File: src/rtl/serial_adder_display_pkg.sv
// Shared types and constants for the serial adder display demo.
// Holds the sequencer state encoding and active-low seven-segment patterns.
// Segment bit order is {g,f,e,d,c,b,a}; a 0 lights the segment.
package serial_adder_display_pkg;

    typedef enum logic [1:0] {
        ST_IDLE = 2'd0,
        ST_ADD  = 2'd1,
        ST_CONV = 2'd2,
        ST_DONE = 2'd3
    } state_t;

    localparam logic [6:0] SEG_0     = 7'b1000000;
    localparam logic [6:0] SEG_1     = 7'b1111001;
    localparam logic [6:0] SEG_2     = 7'b0100100;
    localparam logic [6:0] SEG_3     = 7'b0110000;
    localparam logic [6:0] SEG_4     = 7'b0011001;
    localparam logic [6:0] SEG_5     = 7'b0010010;
    localparam logic [6:0] SEG_6     = 7'b0000010;
    localparam logic [6:0] SEG_7     = 7'b1111000;
    localparam logic [6:0] SEG_8     = 7'b0000000;
    localparam logic [6:0] SEG_9     = 7'b0010000;
    localparam logic [6:0] SEG_DASH  = 7'b0111111;
    localparam logic [6:0] SEG_BLANK = 7'b1111111;

endpackage

File: src/rtl/full_adder.sv
// One-bit full adder cell, the arithmetic core of the bit-serial adder.
// Latency: combinational, zero cycles.
// Backpressure: none; pure function of its inputs.
module full_adder (
    input  logic a_i,
    input  logic b_i,
    input  logic c_i,
    output logic s_o,
    output logic c_o
);

    // Sum and majority carry.
    always_comb begin
        s_o = a_i ^ b_i ^ c_i;
        c_o = (a_i & b_i) | (a_i & c_i) | (b_i & c_i);
    end

endmodule

File: src/rtl/serial_adder_display_seg7_decoder.sv
// BCD nibble to active-low seven-segment pattern; non-decimal codes blank the digit.
// Latency: combinational, zero cycles.
// Backpressure: none; pure function of its input.
module seg7_decoder
    import serial_adder_display_pkg::*;
(
    input  logic [3:0] nibble_i,
    output logic [6:0] seg_o
);

    // Table lookup; codes 10..15 never come out of a valid BCD digit, so show nothing.
    always_comb begin
        seg_o = SEG_BLANK;
        case (nibble_i)
            4'd0: seg_o = SEG_0;
            4'd1: seg_o = SEG_1;
            4'd2: seg_o = SEG_2;
            4'd3: seg_o = SEG_3;
            4'd4: seg_o = SEG_4;
            4'd5: seg_o = SEG_5;
            4'd6: seg_o = SEG_6;
            4'd7: seg_o = SEG_7;
            4'd8: seg_o = SEG_8;
            4'd9: seg_o = SEG_9;
            default: seg_o = SEG_BLANK;
        endcase
    end

endmodule

File: src/rtl/serial_adder_display.sv
// Bit-serial adder, double-dabble BCD converter and multiplexed 7-seg driver (macro LEADING_ZERO_BLANK_EN blanks leading zeros).
// Latency: done pulses 2*WIDTH+2 cycles after the accepted start edge.
// Backpressure: start is ignored while busy; nothing is queued.
module serial_adder_display
    import serial_adder_display_pkg::*;
#(
    parameter int WIDTH       = 8,
    parameter int DIGITS      = 3,
    parameter int REFRESH_DIV = 1000
) (
    input  logic              clk,
    input  logic              rst,
    input  logic              start,
    input  logic [WIDTH-1:0]  a,
    input  logic [WIDTH-1:0]  b,
    input  logic              cin,
    output logic              busy,
    output logic              done,
    output logic [WIDTH-1:0]  sum,
    output logic              cout,
    output logic [6:0]        seg,
    output logic [DIGITS-1:0] an
);

    localparam int CW = $clog2(WIDTH + 2);
    localparam int BW = 4 * DIGITS;
    localparam int RW = (REFRESH_DIV > 1) ? $clog2(REFRESH_DIV) : 1;
    localparam int SW = (DIGITS > 1) ? $clog2(DIGITS) : 1;

    state_t            state_q, state_d;
    logic [CW-1:0]     cnt_q, cnt_d;
    logic [WIDTH-1:0]  a_sh_q, a_sh_d, b_sh_q, b_sh_d, sum_sh_q, sum_sh_d;
    logic              carry_q, carry_d;
    logic [WIDTH:0]    bin_q, bin_d;
    logic [BW-1:0]     bcd_q, bcd_d;
    logic              ovf_run_q, ovf_run_d;
    logic [WIDTH-1:0]  sum_q, sum_d;
    logic              cout_q, cout_d;
    logic [BW-1:0]     disp_q, disp_d;
    logic              ovf_q, ovf_d;
    logic [RW-1:0]     refresh_q, refresh_d;
    logic [SW-1:0]     scan_q, scan_d;

    logic              fa_s, fa_c;
    logic [BW-1:0]     bcd_adj, bcd_step;
    logic [WIDTH:0]    bin_step;
    logic              step_ovf;
    logic [3:0]        nibble;
    logic [6:0]        dec_seg;

    full_adder u_fa (
        .a_i (a_sh_q[0]),
        .b_i (b_sh_q[0]),
        .c_i (carry_q),
        .s_o (fa_s),
        .c_o (fa_c)
    );

    seg7_decoder u_dec (
        .nibble_i (nibble),
        .seg_o    (dec_seg)
    );

    // One double-dabble step: add 3 to every nibble >= 5, then shift binary MSB into BCD.
    always_comb begin
        bcd_adj = bcd_q;
        for (int i = 0; i < DIGITS; i++) begin
            if (bcd_q[4*i +: 4] >= 4'd5) begin
                bcd_adj[4*i +: 4] = bcd_q[4*i +: 4] + 4'd3;
            end
        end
        step_ovf = bcd_adj[BW-1];
        bcd_step = {bcd_adj[BW-2:0], bin_q[WIDTH]};
        bin_step = {bin_q[WIDTH-1:0], 1'b0};
    end

    // Sequencer next state; CONV spends its first cycle loading the adder result, then WIDTH+1 shifts.
    always_comb begin
        state_d   = state_q;
        cnt_d     = cnt_q;
        a_sh_d    = a_sh_q;
        b_sh_d    = b_sh_q;
        sum_sh_d  = sum_sh_q;
        carry_d   = carry_q;
        bin_d     = bin_q;
        bcd_d     = bcd_q;
        ovf_run_d = ovf_run_q;
        sum_d     = sum_q;
        cout_d    = cout_q;
        disp_d    = disp_q;
        ovf_d     = ovf_q;
        busy      = (state_q != ST_IDLE);
        done      = (state_q == ST_DONE);
        case (state_q)
            ST_IDLE: begin
                if (start) begin
                    a_sh_d   = a;
                    b_sh_d   = b;
                    carry_d  = cin;
                    sum_sh_d = '0;
                    cnt_d    = '0;
                    state_d  = ST_ADD;
                end
            end
            ST_ADD: begin
                a_sh_d   = {1'b0, a_sh_q[WIDTH-1:1]};
                b_sh_d   = {1'b0, b_sh_q[WIDTH-1:1]};
                sum_sh_d = {fa_s, sum_sh_q[WIDTH-1:1]};
                carry_d  = fa_c;
                cnt_d    = cnt_q + 1'b1;
                if (cnt_q == CW'(WIDTH - 1)) begin
                    cnt_d   = '0;
                    state_d = ST_CONV;
                end
            end
            ST_CONV: begin
                if (cnt_q == '0) begin
                    bin_d     = {carry_q, sum_sh_q};
                    bcd_d     = '0;
                    ovf_run_d = 1'b0;
                    cnt_d     = 1'b1;
                end else begin
                    bin_d     = bin_step;
                    bcd_d     = bcd_step;
                    ovf_run_d = ovf_run_q | step_ovf;
                    cnt_d     = cnt_q + 1'b1;
                    if (cnt_q == CW'(WIDTH + 1)) begin
                        sum_d   = sum_sh_q;
                        cout_d  = carry_q;
                        disp_d  = bcd_step;
                        ovf_d   = ovf_run_q | step_ovf;
                        state_d = ST_DONE;
                    end
                end
            end
            ST_DONE: begin
                state_d = ST_IDLE;
            end
            default: begin
                state_d = ST_IDLE;
            end
        endcase
    end

    // Sequencer, datapath and result registers; reset aborts any operation in flight.
    always_ff @(posedge clk) begin
        if (rst) begin
            state_q   <= ST_IDLE;
            cnt_q     <= '0;
            a_sh_q    <= '0;
            b_sh_q    <= '0;
            sum_sh_q  <= '0;
            carry_q   <= 1'b0;
            bin_q     <= '0;
            bcd_q     <= '0;
            ovf_run_q <= 1'b0;
            sum_q     <= '0;
            cout_q    <= 1'b0;
            disp_q    <= '0;
            ovf_q     <= 1'b0;
        end else begin
            state_q   <= state_d;
            cnt_q     <= cnt_d;
            a_sh_q    <= a_sh_d;
            b_sh_q    <= b_sh_d;
            sum_sh_q  <= sum_sh_d;
            carry_q   <= carry_d;
            bin_q     <= bin_d;
            bcd_q     <= bcd_d;
            ovf_run_q <= ovf_run_d;
            sum_q     <= sum_d;
            cout_q    <= cout_d;
            disp_q    <= disp_d;
            ovf_q     <= ovf_d;
        end
    end

    // Free-running digit scan, independent of the sequencer.
    always_comb begin
        refresh_d = refresh_q + 1'b1;
        scan_d    = scan_q;
        if (refresh_q == RW'(REFRESH_DIV - 1)) begin
            refresh_d = '0;
            scan_d    = (scan_q == SW'(DIGITS - 1)) ? '0 : scan_q + 1'b1;
        end
    end

    // Scan counters.
    always_ff @(posedge clk) begin
        if (rst) begin
            refresh_q <= '0;
            scan_q    <= '0;
        end else begin
            refresh_q <= refresh_d;
            scan_q    <= scan_d;
        end
    end

`ifdef LEADING_ZERO_BLANK_EN
    logic upper_nz;

    // Pick the scanned digit and note whether it or any higher digit is non-zero.
    always_comb begin
        nibble   = 4'd0;
        upper_nz = 1'b0;
        for (int i = 0; i < DIGITS; i++) begin
            if (SW'(i) == scan_q) begin
                nibble = disp_q[4*i +: 4];
            end
            if ((SW'(i) >= scan_q) && (disp_q[4*i +: 4] != 4'd0)) begin
                upper_nz = 1'b1;
            end
        end
    end

    // Dashes on overflow win; otherwise leading zeros above digit 0 go dark.
    always_comb begin
        an = ~(DIGITS'(1) << scan_q);
        if (ovf_q) begin
            seg = SEG_DASH;
        end else if ((scan_q != '0) && !upper_nz) begin
            seg = SEG_BLANK;
        end else begin
            seg = dec_seg;
        end
    end
`else
    // Pick the scanned digit.
    always_comb begin
        nibble = 4'd0;
        for (int i = 0; i < DIGITS; i++) begin
            if (SW'(i) == scan_q) begin
                nibble = disp_q[4*i +: 4];
            end
        end
    end

    // Dashes on overflow, otherwise every digit shown including zeros.
    always_comb begin
        an  = ~(DIGITS'(1) << scan_q);
        seg = ovf_q ? SEG_DASH : dec_seg;
    end
`endif

    assign sum  = sum_q;
    assign cout = cout_q;

endmodule

File: config.mk
export PLATFORM = sky130hd
export DESIGN_NAME = serial_adder_display
export DESIGN_NICKNAME = d
export VERILOG_FILES = /design/src/rtl/serial_adder_display_pkg.sv /design/src/rtl/full_adder.sv /design/src/rtl/serial_adder_display_seg7_decoder.sv /design/src/rtl/serial_adder_display.sv
export SDC_FILE = /design/constraint.sdc
export NUM_CORES = 1
export LEC_CHECK = 0
export ABC_AREA = 1
export CORE_ASPECT_RATIO = 1.4
export CORE_UTILIZATION = 55
export DETAILED_ROUTE_END_ITERATION = 12
export PLACE_DENSITY = 0.78
export RECOVER_POWER = 100
export SKIP_LAST_GASP = 1
export SYNTH_ARGS = -nofsm -noshare
export SYNTH_HDL_FRONTEND = slang
export SYNTH_HIERARCHICAL = 1
export SYNTH_SLANG_ARGS = --single-unit
export TNS_END_PERCENT = 50
File: constraint.sdc
create_clock -name clk -period 5.05 [get_ports clk]
set_clock_uncertainty 0.1 [all_clocks]
set_input_delay 0.7575 -clock clk [delete_from_list [all_inputs] [get_ports clk]]
set_output_delay 0.7575 -clock clk [all_outputs]
set_load 0.005 [all_outputs]
# After elaboration in Yosys (flattened, before gate mapping)
# Memory sizes are Yosys's and may differ from the RTL's.
# Index checks and enable logic that the tools add are counted.
# totals
ramBits	0
latch_bits	0
n_memories	1
regBits	87
romBits	112
inputBits	20
output_inout_bits	21
# classes
muxes	28
n_shift	1
n_addsub	6
multipliers	0
bitwise_logic	10
eq_ne	13
reduce_logical	11
order_cmp	3
div_mod_pow	0
# mem_list
memory	words	word_bits	rd	rd_ports_with_merged_regs	write_ports	line_no	text
(name not given)	16	7	1	0	0	serial_adder_display_seg7_decoder.sv:14	case (nibble_i)
# op_table
cell	n
case mux 8 bit (2 select lines)	3
two-way mux 4 bit	9
two-way mux 8 bit	3
adder 4 x 2 -> 4 bit (second input constant)	3
greater-or-equal comparator 4 x 3 -> 1 bit (second input constant)	3
two-way mux 12 bit	1
case mux 4 bit (3 select lines)	1
adder 10 x 1 -> 10 bit (second input constant)	1
== test 10 bit (second input constant)	1
two-way mux 2 bit	5
two-way mux 9 bit	1
!= test 2 bit (second input constant)	4
case mux 2 bit (4 select lines)	1
two-way mux 7 bit	1
== test 2 bit (second input constant)	3
adder 4 x 1 -> 4 bit (second input constant)	1
== test 4 x 3 -> 1 bit (second input constant)	1
== test 4 bit (second input constant)	1
zero test 2 bit	2
zero test 4 bit	1
AND reduction 2 bit	2
AND reduction 4 bit	1
nonzero test 2 bit	2
bitwise AND 1 bit	3
other kinds (14)	18

# Depth between registers and ports, before layout
# An unclocked memory read counts as a cell.
# depth
word_depth	6
mapped_depth	12
ltp_nobuf	12

# Cells and area by module
# The synthesis kept the hierarchy.
# by_module_without_submodules
mod	instances	seq_area_each_um2	area_per_inst_um2	cells_per_inst
serial_adder_display	1	1741.7	4322.9	601
seg7_decoder	1	0.0	187.7	35
full_adder	1	0.0	20.0	1

# Worst setup path after synthesis
# No wires, ideal clock.
# synth_path
kind	register to output
from	register scan_q[1]
to	output seg[3]
stages_incl_launch_ff	10
arrival_time_ps	1767
setup_slack_ps	2425
required_ps	4193
path_buffers	0
path_cell_list	dfxtp_1 > inv_1 > nand2_1 > o221ai_1 > inv_1 > ha_1 > nand2_1 > nand3_1 > nand2_1 > or2_2
# synth_between
elab_chain_cells	6
word_cells_on_any_way	8
# synth_rtl
item	line_no	text
start: declaration	serial_adder_display.sv:42	logic [SW-1:0] scan_q, scan_d;
start signal: assignment	serial_adder_display.sv:195	scan_q <= scan_d;
zero test 2 bit	serial_adder_display.sv:232	if (SW'(i) == scan_q) begin
two-way mux 4 bit (2 in series)	serial_adder_display.sv:232	
two-way mux 4 bit (*)	serial_adder_display.sv:232	
named net nibble[1]	serial_adder_display.sv:48	logic [3:0] nibble;
memory (16 x 7 bit) (*)	-	
named net dec_seg[3]	serial_adder_display.sv:49	logic [6:0] dec_seg;
two-way mux 7 bit (*)	serial_adder_display.sv:241	seg = ovf_q ? SEG_DASH : dec_seg;
end: declaration	serial_adder_display.sv:21	output logic [6:0] seg,
# The timed path passes the listed nets; every way through them passes the cells marked *.

# Final worst setup path
# layout_path
from	input rst
to	register refresh_q[6]
# layout_between
elab_chain_cells	1
# layout_rtl
item	line_no	text
start: declaration	serial_adder_display.sv:12	input logic rst,
OR reduction 2 bit (no line)	-	
end signal: assignment	serial_adder_display.sv:194	refresh_q <= refresh_d;
end: declaration	serial_adder_display.sv:41	logic [RW-1:0] refresh_q, refresh_d;
# No other way between the ends.
# A chain may end at the register's enable or synchronous reset.

==> impl_metrics.ini <==
[worst_setup_path]
path_max_fanout = 43
r2r_cells = 7
end_kind = flip-flop
rr_startpoint = state_q[1]
reg2reg_slack_ns = 1.23
r2r_end = sum_sh_q[1]
worstSetupStartpointType = input pin
cp.arrival_ns = 4.16
endpoint = refresh_q[6]
worst-setup-path-type = input pin to flip-flop
cp_data_required_time_ns = 5.19
crit_path_start = rst

[synthesis]
synthesis.area_mm2 = 0.00453
syn-instance-count = 637
postSynthAreaPerCell_um2 = 7.11
synthFlopType = dfxtp_1
synth_top_cell_by_area = dfxtp_1
synthMuxAreaShare = 0
synth_xor_area_frac = 0.00193
synth_top_family_by_area = simple AND/OR/NAND/NOR gates
synth-adder-area-share = 0.0597
yosys_warnings = 6
synth-seq-cells = 87
synth_top_area_share = 0.384
yosys.area_share.simple = 0.305
synth_edf_count = 0
ys_types = 36
async_flop_share = 0
yosys-top-cells-area = dfxtp_1 38%, nand2_1 17%, inv_1 5.9%, nand3_1 5.7%, ha_1 5.5%
syn_nets = 678
synth_compound_area_frac = 0.149
synth-seq-area-share = 0.384

[routing]
first_pass_iters = 4
drt_iter0_drc = 224
ant_nets = 0
highest_layer = met4
route.detailed.drc = 0
wl_per_cell_um = 12.1
wl_met3_um = 312
met1_length_um = 3990
num_vias = 4041
viasPerCell = 5.26
met2_length_um = 4760
drt_wl_total_um = 9270

[flow_run]
drv_cap = 2

[finish]
multi_input_comb_area_mm2 = 0.00224
seq_area_mm2 = 0.00174
syn_to_final_growth_pct = 9.80
drive_gt1_frac = 0.0704
layout_commonest_cell = nand2_1
n_antenna_cell = 0
fillerInstances = 723
layout_common_cells = 207 x nand2_1, 87 x dfxtp_1, 72 x inv_1, 52 x nand3_1, 49 x a21oi_1
nets = 706

[placement]
gp_congestion = 0.857
dp_slack_ns = 1.86
hpwl_um = 6440
io_buffer_count = 40

[clock_tree]
insertion_delay_ns = 0.36
clock-sinks = 87
clk_pin_slew_ns = 0.08
clockBufferDepth = 2
cts-hold-fix-buffers = 0
cts_buffers = 9
cts-root-buf = clkbuf_8
ctsResizeCount = 0
h-tree-depth = 3
post_cts_buffers = 0
cts_tree = built

[grt]
grt-ovfl-total = 0
grt_pass1_vias = 3707
grt_first_pass_wirelength_um = 15500
track_usage = 0.228
antenna_found_initial = 0
grt_max_degree = 44

[timing]
maxSlewViolCount = 65
fmax_ghz = 0.249
slew_headroom = -0.383
hold_violations = 0
finalCritPeriodShare = 0.796
rsz0062_at_grt = no
layout_setup_ws_ns = 1.03
period_needed_ns = 4.02
fin_tns_setup_ns = 0
tightest_slew_ns = 2.07
setup_violations = 0
whs_ns = 0.361

[floorplanning]
die_x_um = 78.7
num_io_pins = 41
floorplan.initialDensity = 0.578
fp.dieArea_mm2 = 0.00861
rows = 38
coreArea_mm2 = 0.00785
die_y_um = 109

[power_and_ir_drop]
p_leak_nw = 2.19
ir_drop_mv = 0.248
power.density_mw_per_mm2 = 322

[status]
violations = max-capacitance violations, max-slew violations
status = complete, but fails checks

[hold_path]
hold_path_class = flip-flop to flip-flop
==> through the flow <==
step                      total power [mW]  instance area, um2  cells   util
after floorplan                       1.11                4530    637      -
after global placement                1.19                4910    754  0.626
after detailed placement              1.20                4910    754  0.626
after CTS                             1.63                5070    768  0.647
after global routing                  1.70                4970    768  0.634
final                                 1.60                4970    768  0.634
==> flip-flops by register name, indices dropped and copies added (netlist names) <==
register / count
ovf_run_q: 1
cnt_q: 4
ovf_q: 1
scan_q: 2
disp_q: 12
cout: 1
a_sh_q: 8
bin_q: 9
bcd_q: 12
sum: 8
sum_sh_q: 8
carry_q: 1
b_sh_q: 8
state_q: 2
refresh_q: 10
==> layer usage <==
layer  track usage  up-vias
li1              -     2091
met1         0.241     1861
met2         0.425       74
met3        0.0423       15
met4         0.116        0
met5             0        -
==> synth_stat cells (5+ instances only) <==
| master | count |
|---|---|
| a21oi_1 | 35 |
| or2_2 | 6 |
| ha_1 | 20 |
| clkbuf_1 | 7 |
| nand2_2 | 9 |
| inv_1 | 71 |
| nand3_2 | 7 |
| inv_2 | 5 |
| buf_2 | 9 |
| a31oi_1 | 15 |
| nand3_1 | 52 |
| nand2_1 | 206 |
| dfxtp_1 | 87 |
| nor2_1 | 25 |
| a21oi_2 | 19 |
| o21ai_0 | 26 |
==> cells by family after synthesis <==
family | Yosys count
simple gates | 317
flops | 87
buf+inv | 103
xor+xnor | 1
fa+ha+maj | 21
compound gates | 108
==> power by group <==
part	total (mW)	internal (mW)	switching, mW	leakage, nW
Combinational	0.367	0.120	0.248	1.40
Sequential	0.804	0.757	0.0465	0.705
Clock	0.431	0.200	0.230	0.0854
==> critical path: stages <==
cell and delay (ns):
buf_2 0.07, clkbuf_1 1.47, inv_1 1.16, nand2_1 0.58, nor2_1 0.10
==> how the worst min path moves through the flow <==
| stage | cells past startpoint | endpoint | slack (ns) | start |
|---|---|---|---|---|
| global placement | 1 | refresh_q[0] | 0.34 | refresh_q[0] |
| finish | 1 | refresh_q[0] | 0.36 | refresh_q[0] |
| global route | 1 | refresh_q[0] | 0.37 | refresh_q[0] |
| CTS | 1 | refresh_q[0] | 0.36 | refresh_q[0] |
| detailed placement | 1 | refresh_q[0] | 0.34 | refresh_q[0] |
| floorplan | 1 | refresh_q[0] | 0.32 | refresh_q[0] |
==> area by class of cell <==
type                            instances  share of cell area
Clock buffer                           13              0.0319
Inverter                               78              0.0591
Multi-Input combinational cell        447               0.451
Timing Repair Buffer                   42              0.0817
Clock inverter                          1             0.00101
Sequential cell                        87               0.350
Tap cell                              100              0.0252
Note: power is estimated with default switching activity, not from simulation.
